File: src/rtl/weight_fetch_ctrl.sv
// rtl/weight_fetch_ctrl.sv - weight ROM read sequencer with 2-entry output buffer toward the systolic array
//
// Purpose: on start, reads num_words consecutive ROM words beginning at
// base_addr (wrapping at 2^ADDR_DW), then streams them to the array over a
// valid/ready handshake. A 2-entry buffer absorbs array backpressure.
//
// Ports:
//   clk, rst_n   clock, asynchronous active-low reset
//   start        one-cycle request, honoured only in IDLE
//   base_addr    first ROM address, sampled with start
//   num_words    burst length 0..ROM_SIZE (larger values clamp), sampled with start
//   busy         high from the cycle after an accepted start through DONE
//   done         one-cycle pulse after the last word is accepted
//   rom_en       ROM read enable
//   rom_addr     ROM read address
//   rom_dout     ROM registered read data, valid the cycle after rom_en
//   w_data       head-of-buffer weight
//   w_valid      buffer non-empty
//   w_ready      array ready
//   w_last       head word is the final word of the burst
module weight_fetch_ctrl #(
    parameter int DW       = 8,
    parameter int ADDR_DW  = 5,
    parameter int ROM_SIZE = 32
) (
    input  logic               clk,
    input  logic               rst_n,
    input  logic               start,
    input  logic [ADDR_DW-1:0] base_addr,
    input  logic [ADDR_DW:0]   num_words,
    output logic               busy,
    output logic               done,
    output logic               rom_en,
    output logic [ADDR_DW-1:0] rom_addr,
    input  logic [DW:0]        rom_dout,
    output logic [DW:0]        w_data,
    output logic               w_valid,
    input  logic               w_ready,
    output logic               w_last
);

    localparam int CW = ADDR_DW + 1;
    localparam logic [CW-1:0] MAX_WORDS = CW'(ROM_SIZE);

    typedef enum logic [1:0] {
        S_IDLE,
        S_FETCH,
        S_DRAIN,
        S_DONE
    } state_t;

    state_t             state_q, state_d;
    logic [ADDR_DW-1:0] base_q, base_d;
    logic [CW-1:0]      num_q, num_d;
    logic [CW-1:0]      cnt_q, cnt_d;
    logic               inflight_q, inflight_d;
    logic               infl_last_q, infl_last_d;
    logic               rd_ptr_q, rd_ptr_d;
    logic               wr_ptr_q, wr_ptr_d;
    logic [1:0]         occ_q, occ_d;
    // Each entry carries {last tag, data}.
    logic [DW+1:0]      mem_q [2];

    logic [CW-1:0]      num_clamped;
    logic [DW+1:0]      head;
    logic               push;
    logic               pop;
    logic [1:0]         level;
    logic               issue_ok;
    logic               last_issue;

    always_comb begin
        num_clamped = (num_words > MAX_WORDS) ? MAX_WORDS : num_words;
        head        = mem_q[rd_ptr_q];
        push        = inflight_q;
        pop         = (occ_q != 2'd0) && w_ready;
        // Words already committed to the buffer after this cycle's pop; a new
        // read is only issued if its data is guaranteed a free slot.
        level       = occ_q + {1'b0, inflight_q};
        issue_ok    = (level - {1'b0, pop}) < 2'd2;
        last_issue  = (cnt_q == num_q - 1'b1);

        rom_en   = (state_q == S_FETCH) && issue_ok;
        rom_addr = base_q + cnt_q[ADDR_DW-1:0];
        w_valid  = (occ_q != 2'd0);
        w_data   = head[DW:0];
        w_last   = w_valid && head[DW+1];
        busy     = (state_q != S_IDLE);
        done     = (state_q == S_DONE);
    end

    always_comb begin
        state_d     = state_q;
        base_d      = base_q;
        num_d       = num_q;
        cnt_d       = cnt_q;
        inflight_d  = rom_en;
        infl_last_d = rom_en && last_issue;
        rd_ptr_d    = pop  ? ~rd_ptr_q : rd_ptr_q;
        wr_ptr_d    = push ? ~wr_ptr_q : wr_ptr_q;
        occ_d       = occ_q + {1'b0, push} - {1'b0, pop};

        case (state_q)
            S_IDLE: begin
                if (start) begin
                    base_d  = base_addr;
                    num_d   = num_clamped;
                    cnt_d   = '0;
                    state_d = (num_clamped == '0) ? S_DONE : S_FETCH;
                end
            end
            S_FETCH: begin
                if (rom_en) begin
                    cnt_d = cnt_q + 1'b1;
                    if (last_issue) begin
                        state_d = S_DRAIN;
                    end
                end
            end
            S_DRAIN: begin
                // The tagged last word leaving the buffer implies nothing is
                // left in flight or buffered behind it.
                if (pop && head[DW+1]) begin
                    state_d = S_DONE;
                end
            end
            S_DONE: begin
                state_d = S_IDLE;
            end
            default: begin
                state_d = S_IDLE;
            end
        endcase
    end

    always_ff @(posedge clk or negedge rst_n) begin
        if (!rst_n) begin
            state_q     <= S_IDLE;
            base_q      <= '0;
            num_q       <= '0;
            cnt_q       <= '0;
            inflight_q  <= 1'b0;
            infl_last_q <= 1'b0;
            rd_ptr_q    <= 1'b0;
            wr_ptr_q    <= 1'b0;
            occ_q       <= 2'd0;
            mem_q[0]    <= '0;
            mem_q[1]    <= '0;
        end else begin
            state_q     <= state_d;
            base_q      <= base_d;
            num_q       <= num_d;
            cnt_q       <= cnt_d;
            inflight_q  <= inflight_d;
            infl_last_q <= infl_last_d;
            rd_ptr_q    <= rd_ptr_d;
            wr_ptr_q    <= wr_ptr_d;
            occ_q       <= occ_d;
            if (push) begin
                mem_q[wr_ptr_q] <= {infl_last_q, rom_dout};
            end
        end
    end

    no_overflow: assert property (@(posedge clk) disable iff (!rst_n)
        !(push && !pop && (occ_q == 2'd2)));

endmodule

File: config.mk
export PLATFORM = sky130hd
export DESIGN_NAME = weight_fetch_ctrl
export DESIGN_NICKNAME = d
export VERILOG_FILES = /design/src/rtl/weight_fetch_ctrl.sv
export SDC_FILE = /design/constraint.sdc
export NUM_CORES = 1
export LEC_CHECK = 0
export ABC_AREA = 0
export CORE_MARGIN = 3
export CORE_UTILIZATION = 50
export CTS_CLUSTER_SIZE = 40
export DETAILED_ROUTE_END_ITERATION = 12
export PLACE_DENSITY = 0.85
export SLEW_MARGIN = 5
export SYNTH_ARGS = -nofsm -noshare
export SYNTH_HDL_FRONTEND = slang
export SYNTH_SLANG_ARGS = --single-unit
File: constraint.sdc
create_clock -name clk -period 4.9 [get_ports clk]
set_input_delay 0.98 -clock clk [delete_from_list [all_inputs] [get_ports clk]]
set_output_delay 0.98 -clock clk [all_outputs]
set_load 0.02 [all_outputs]
# Word-level counts from Yosys, hierarchy flattened
# Cells that the tools add are included.
[classes]
add_sub_neg = 5
magnitude_cmp = 5
n_eq_ne = 8
n_mux = 16
bitwise_logic = 4
n_reduce_logical = 14
[op_table]
columns = ["op", "n"]
rows = [
  ["$mux W10", 4],
  ["$bwmux W20", 1],
  ["$mux W6", 3],
  ["$pmux W6 S2", 1],
  ["$demux W10 S1", 1],
  ["$mux W2", 5],
  ["$ne A2 B2 Y1 const B", 4],
  ["$pmux W2 S4", 1],
  ["$add A6 B1 Y6 const B", 1],
  ["$eq A6 B6 Y1", 1],
  ["$gt A6 B6 Y1 const B", 1],
  ["$logic_and A1 B1 Y1", 6],
  ["$logic_not A6 Y1", 1],
  ["$reduce_bool A2 Y1", 3],
  ["$sub A6 B1 Y6 const B", 1],
  ["$add A5 B5 Y5", 1],
  ["$eq A2 B2 Y1 const B", 2],
  ["$ge A2 B2 Y1 const B", 2],
  ["$not A1 Y2", 2],
  ["$reduce_and A4 Y1", 1],
  ["$reduce_and A3 Y1", 1],
  ["$add A2 B1 Y2", 1],
  ["$eq A2 B1 Y1 const B", 1],
  ["$logic_not A2 Y1", 1],
  ["5 further kinds", 6],
]
[word_totals]
register_bits = 45
inputBits = 24
out_inout_bits = 19
wordCells = 63

# Logic depth before layout (Yosys ltp)
# Gate-level depths: netlist of the first run.
[logic_depth]
depth_word = 7
mapped_depth = 12
mapped_depth_nobuf = 12

# Worst setup path after synthesis of the first run
# OpenSTA, ideal clock, no wires.
[synth_path]
path_type = "input-to-output"
from = "in w_ready"
to = "out rom_en"
t_arrival_ns = 2.494
required_time_ns = 3.920
slack_ns = 1.426
stages = 9
path_buffers = 0
path_cell_list = "o21ai_0 inv_1 ha_1 inv_1 ha_1 xor2_1 xnor2_2 inv_2 nor2_1"
[synth_between]
elab_chain_cells = 4
[synth_lines]
columns = ["element", "line", "rtl"]
rows = [
  ["start, declared", "38", "input logic w_ready,"],
  ["$logic_and A1 B1 Y1", "76", "pop = (occ_q != 2'd0) && w_ready;"],
  ["via pop", "67", "logic pop;"],
  ["$sub A2 B1 Y2", "-", ""],
  ["via occ_d[1]", "60", "logic [1:0] occ_q, occ_d;"],
  ["$lt A2 B2 Y1", "80", "issue_ok = (level - {1'b0, pop}) < 2'd2;"],
  ["$logic_and A1 B1 Y1", "83", "rom_en = (state_q == S_FETCH) && issue_ok;"],
  ["end, declared", "33", "output logic rom_en,"],
]
# The timed path passes the listed nets, and every way through them passes these cells.

# Worst setup path in the final report of the first run
# Ends and elaborated chain as after synthesis.

==> summary.md, run 1 <==
| Metric | Value |
|---|---|
| Status | `finished, final reports clean` |
| Fin crit period | `4.541 ns` |
| DP Wirelength | `~3200 microns` |
| Post-DP Area | `0.002883 sq mm` |
| Syn avg cell area | `between 10 and 15 sq um` |
| Starting Density | `0.5367` |
| Final hold vios | `0` |
| Endpoints failing setup | `0` |
| Vias in the first global route | `about 1700` |
| Routed WL | `between 4000 and 5000 microns` |
| Maxcap violations | `0` |
| Global route overflow | `0` |
| Vias | `around 1700` |
| Die width | `approximately 76 microns` |
| Multi-input logic area | `~0.0012 sq mm` |
| Yosys warns | `0` |
| Reg2reg end | `cnt_q[4]` |
| Compound-gate portion of the synthesized area | `0.07919` |
| Worst-skew pair later-pin latency | `~0.30 ns` |
| Ratio of cells with drive above 1 in the final layout | `0.1856` |
| Cell area after synthesis | `~0.0024 sq mm` |
| R2r setup slk | `~1.9 ns` |
| First-pass GRT wire length | `7348 microns` |
| Clk sinks | `45` |
| Design area | `0.003003 sq mm` |
| Setup TNS Final | `0 ns` |
| Xor and xnor area share after synthesis | `0.06108` |
| RSZ-0062 raised after global routing | `no` |
| Synth unique cells | `36` |
| Period utilization | `0.9266` |
| WL/cell | `between 10 and 15 microns` |
| Setup Fix Bufs, Post-CTS | `0` |
| IO Port Bufs | `42` |
| M1 WL | `1891 microns` |
| Sequential Area | `between 0.001 and 0.0015 sq mm` |
| Main combinational cell family by area after synthesis | `multiplexers` |
| CTS tree | `built` |
| Critical path arrival | `around 3.6 ns` |
| HP Start | `wr_ptr_q` |
| Critical Path Sink Type | `primary output` |
| Pre-antenna DRT Iters | `4` |
| Largest buffer count on any clock path | `2` |
| Final #Nets | `~300` |
| Slew HR | `0.3581` |
| Largest net degree at the start of global routing | `46` |
| Met2 WL post-DR | `2200 microns` |
| # diodes | `0` |
| Lkg Pwr | `approximately 0.0013 uW` |
| Layout area overhead | `24.22%` |
| Adder-Cell Fraction of Synth Area | `0.07557` |
| Yosys reg bits | `45` |
| Post-synthesis mux area share | `0.1755` |
| RD Place Congestion | `between 0.8 and 0.9` |
| Worst-path clk slew | `about 0.080 ns` |
| Critical-path maximum fanout | `8` |
| CTS Buf Count | `5` |
| Final antenna-violating net count | `0` |
| Rows | `24` |
| 1st-iter DRT viols | `82` |
| Final Max Slew Viols | `0` |
| FMAX | `~220 MHz` |
| Die Y | `75.53 microns` |
| Syn Nets | `roughly 260` |
| Worst R2R Start | `occ_q[1]` |
| Setup crit start kind | `input pin` |
| Post-synthesis simple-gate area fraction | `0.1102` |
| Post-CTS Resized | `0` |
| # IOs | `43` |
| VDD IR-drop max | `between 300 and 400 uV` |
| Worst Hold Depth | `1` |
| Syn Inst Count | `approximately 220` |
| Antenna violations before repair | `0` |
| PD cells | `just under 700 mW/mm^2` |
| DRC Markers | `0` |
| Hold path endpoint | `wr_ptr_q` |
| Top layer in use | `met4` |
| Clock Skew | `about 0.006 ns` |
| Worst EP required | `3.92 ns` |
| Filler Cells Inserted | `roughly 360` |
| WL met3 | `239 microns` |
| Die footprint | `0.005705 sq mm` |
| CTS root buf | `clkbuf_8` |
| Core ar. | `between 0.004 and 0.005 sq mm` |
| Crit Path Category | `input pin to primary output` |
| Reg2reg path depth | `11` |
| Sequential fraction of the synthesis area | `0.4658` |
| Hold buffers post-CTS | `0` |
| Worst Max-Slew Pin Slew | `roughly 0.96 ns` |
| Worst min-delay path category | `flop to flop` |
| Global Route Usage Sum | `0.1692` |
| H-tree Lvls | `2` |
| Vias per inst | `~5.4` |
==> registers in the layout (all words and copies together) (netlist names) <==
register and flops:
state_q 2, infl_last_q 1, occ_q 2, num_q 6, mem_q 20, inflight_q 1
cnt_q 6, base_q 5, rd_ptr_q 1, wr_ptr_q 1
==> power by group <==
group	switching, uW	internal, uW	total [uW]
registers	131	535	665
logic	535	567	1100
clock network	127	166	293
total	793	1270	2060
==> cell usage in the layout, fill, tap and decap left out, types with 2 or more instances in the layout <==
cell type        Yosys  routed
nand3_1              2       2
o21ai_1              2       2
xor2_1               5       5
nor2b_1              3       3
xnor2_1             10      10
nor2_1              12      12
mux2i_1              3       3
ha_1                13      13
clkbuf_8             0       6
a21oi_1              7       7
nor3_1               7       7
or3_1                2       2
inv_1               16      16
clkdlybuf4s50_1      0      41
nand2_1             13      13
dfrtp_1             45      45
a31oi_1              5       5
a21o_1               2       2
o21ai_0             12      12
nand2b_1             5       5
mux2_2              35      35
==> cells in the mapped netlist (all sizes together) <==
cell / instances / share of area
a211o: 1 / 0.0036
a21o: 2 / 0.0062
a21oi: 7 / 0.014
a22oi: 1 / 0.0031
a31o: 1 / 0.0036
a31oi: 5 / 0.013
and3: 1 / 0.0026
and3b: 1 / 0.0036
and4: 1 / 0.0036
buf: 1 / 0.0016
clkbuf: 3 / 0.0047
dfrtp: 45 / 0.47
fa: 1 / 0.0083
ha: 13 / 0.067
inv: 17 / 0.026
mux2: 35 / 0.16
mux2i: 3 / 0.012
nand2: 13 / 0.020
nand2b: 5 / 0.013
nand3: 2 / 0.0041
nand4b: 1 / 0.0036
nor2: 12 / 0.019
nor2b: 3 / 0.0078
nor3: 8 / 0.019
nor4b: 1 / 0.0062
o21a: 1 / 0.0031
o21ai: 14 / 0.029
o31ai: 1 / 0.0031
or3: 2 / 0.0052
or4: 1 / 0.0031
xnor2: 11 / 0.043
xor2: 5 / 0.018
==> final cells by class <==
type / count / share of cell area
repair buffers: 42 / 0.1383
well taps: 52 / 0.02167
flip-flops and latches: 45 / 0.3750
clock buffers: 6 / 0.02750
multi-input cells: 152 / 0.4037
inverters: 17 / 0.02125
clock inverters: 2 / 0.01250
==> worst max-delay path, cell delays in order <==
cell and delay, ns:
clkdlybuf4s50_1 0.39, o21ai_0 0.18, inv_1 0.11, ha_1 0.29
inv_1 0.04, ha_1 0.17, xor2_1 0.17, xnor2_2 0.33
inv_2 0.10, nor2_1 0.16, clkdlybuf4s50_1 0.63
==> per-layer routing <==
metal | track usage | vias up
met3 | 0.04354 | 7
li1 | - | 845
met2 | 0.2924 | 52
met5 | 0 | -
met4 | 0.06019 | 0
met1 | 0.2043 | 809
==> worst max-delay path by stage <==
stage / from / end / slack [ns] / cells past startpoint
after global routing: w_ready / rom_en / 0.21 / 11
after CTS: w_ready / rom_en / 0.35 / 11
after detailed placement: w_ready / rom_en / 0.38 / 11
final: w_ready / rom_en / 0.36 / 11
after floorplan: w_ready / rom_en / 1.43 / 9
after global placement: w_ready / rom_en / 0.49 / 11
==> through the flow <==
| stage | worst slack (ns) | hold slack, ns | util | instances | power, uW |
|---|---|---|---|---|---|
| global placement | 0.4918 | 0.4754 | 0.6400 | 308 | 1752 |
| finish | 0.3594 | 0.5013 | 0.6667 | 316 | 2061 |
| CTS | 0.3504 | 0.5089 | 0.6667 | 316 | 2081 |
| detailed placement | 0.3834 | 0.4916 | 0.6400 | 308 | 1782 |
| global route | 0.2123 | 0.5205 | 0.6667 | 316 | 2213 |
| floorplan | 1.426 | 0.4633 | - | 218 | 1415 |
==> cell families after synthesis <==
family	count (synthesis)
AO/OA/AOI/OAI	33
XOR/XNOR	16
adder cells (fa/ha/maj)	14
buffers and inverters	21
flip-flops	45
multiplexers	38
AND/OR/NAND/NOR	51
Power figures use the tool's default switching activity.
==> run 2, diff against run 1 <==
- SKIP_LAST_GASP: default -> 1
==> results of run 2 <==
Final layout, timing and power as in run 1 (identical DEF).
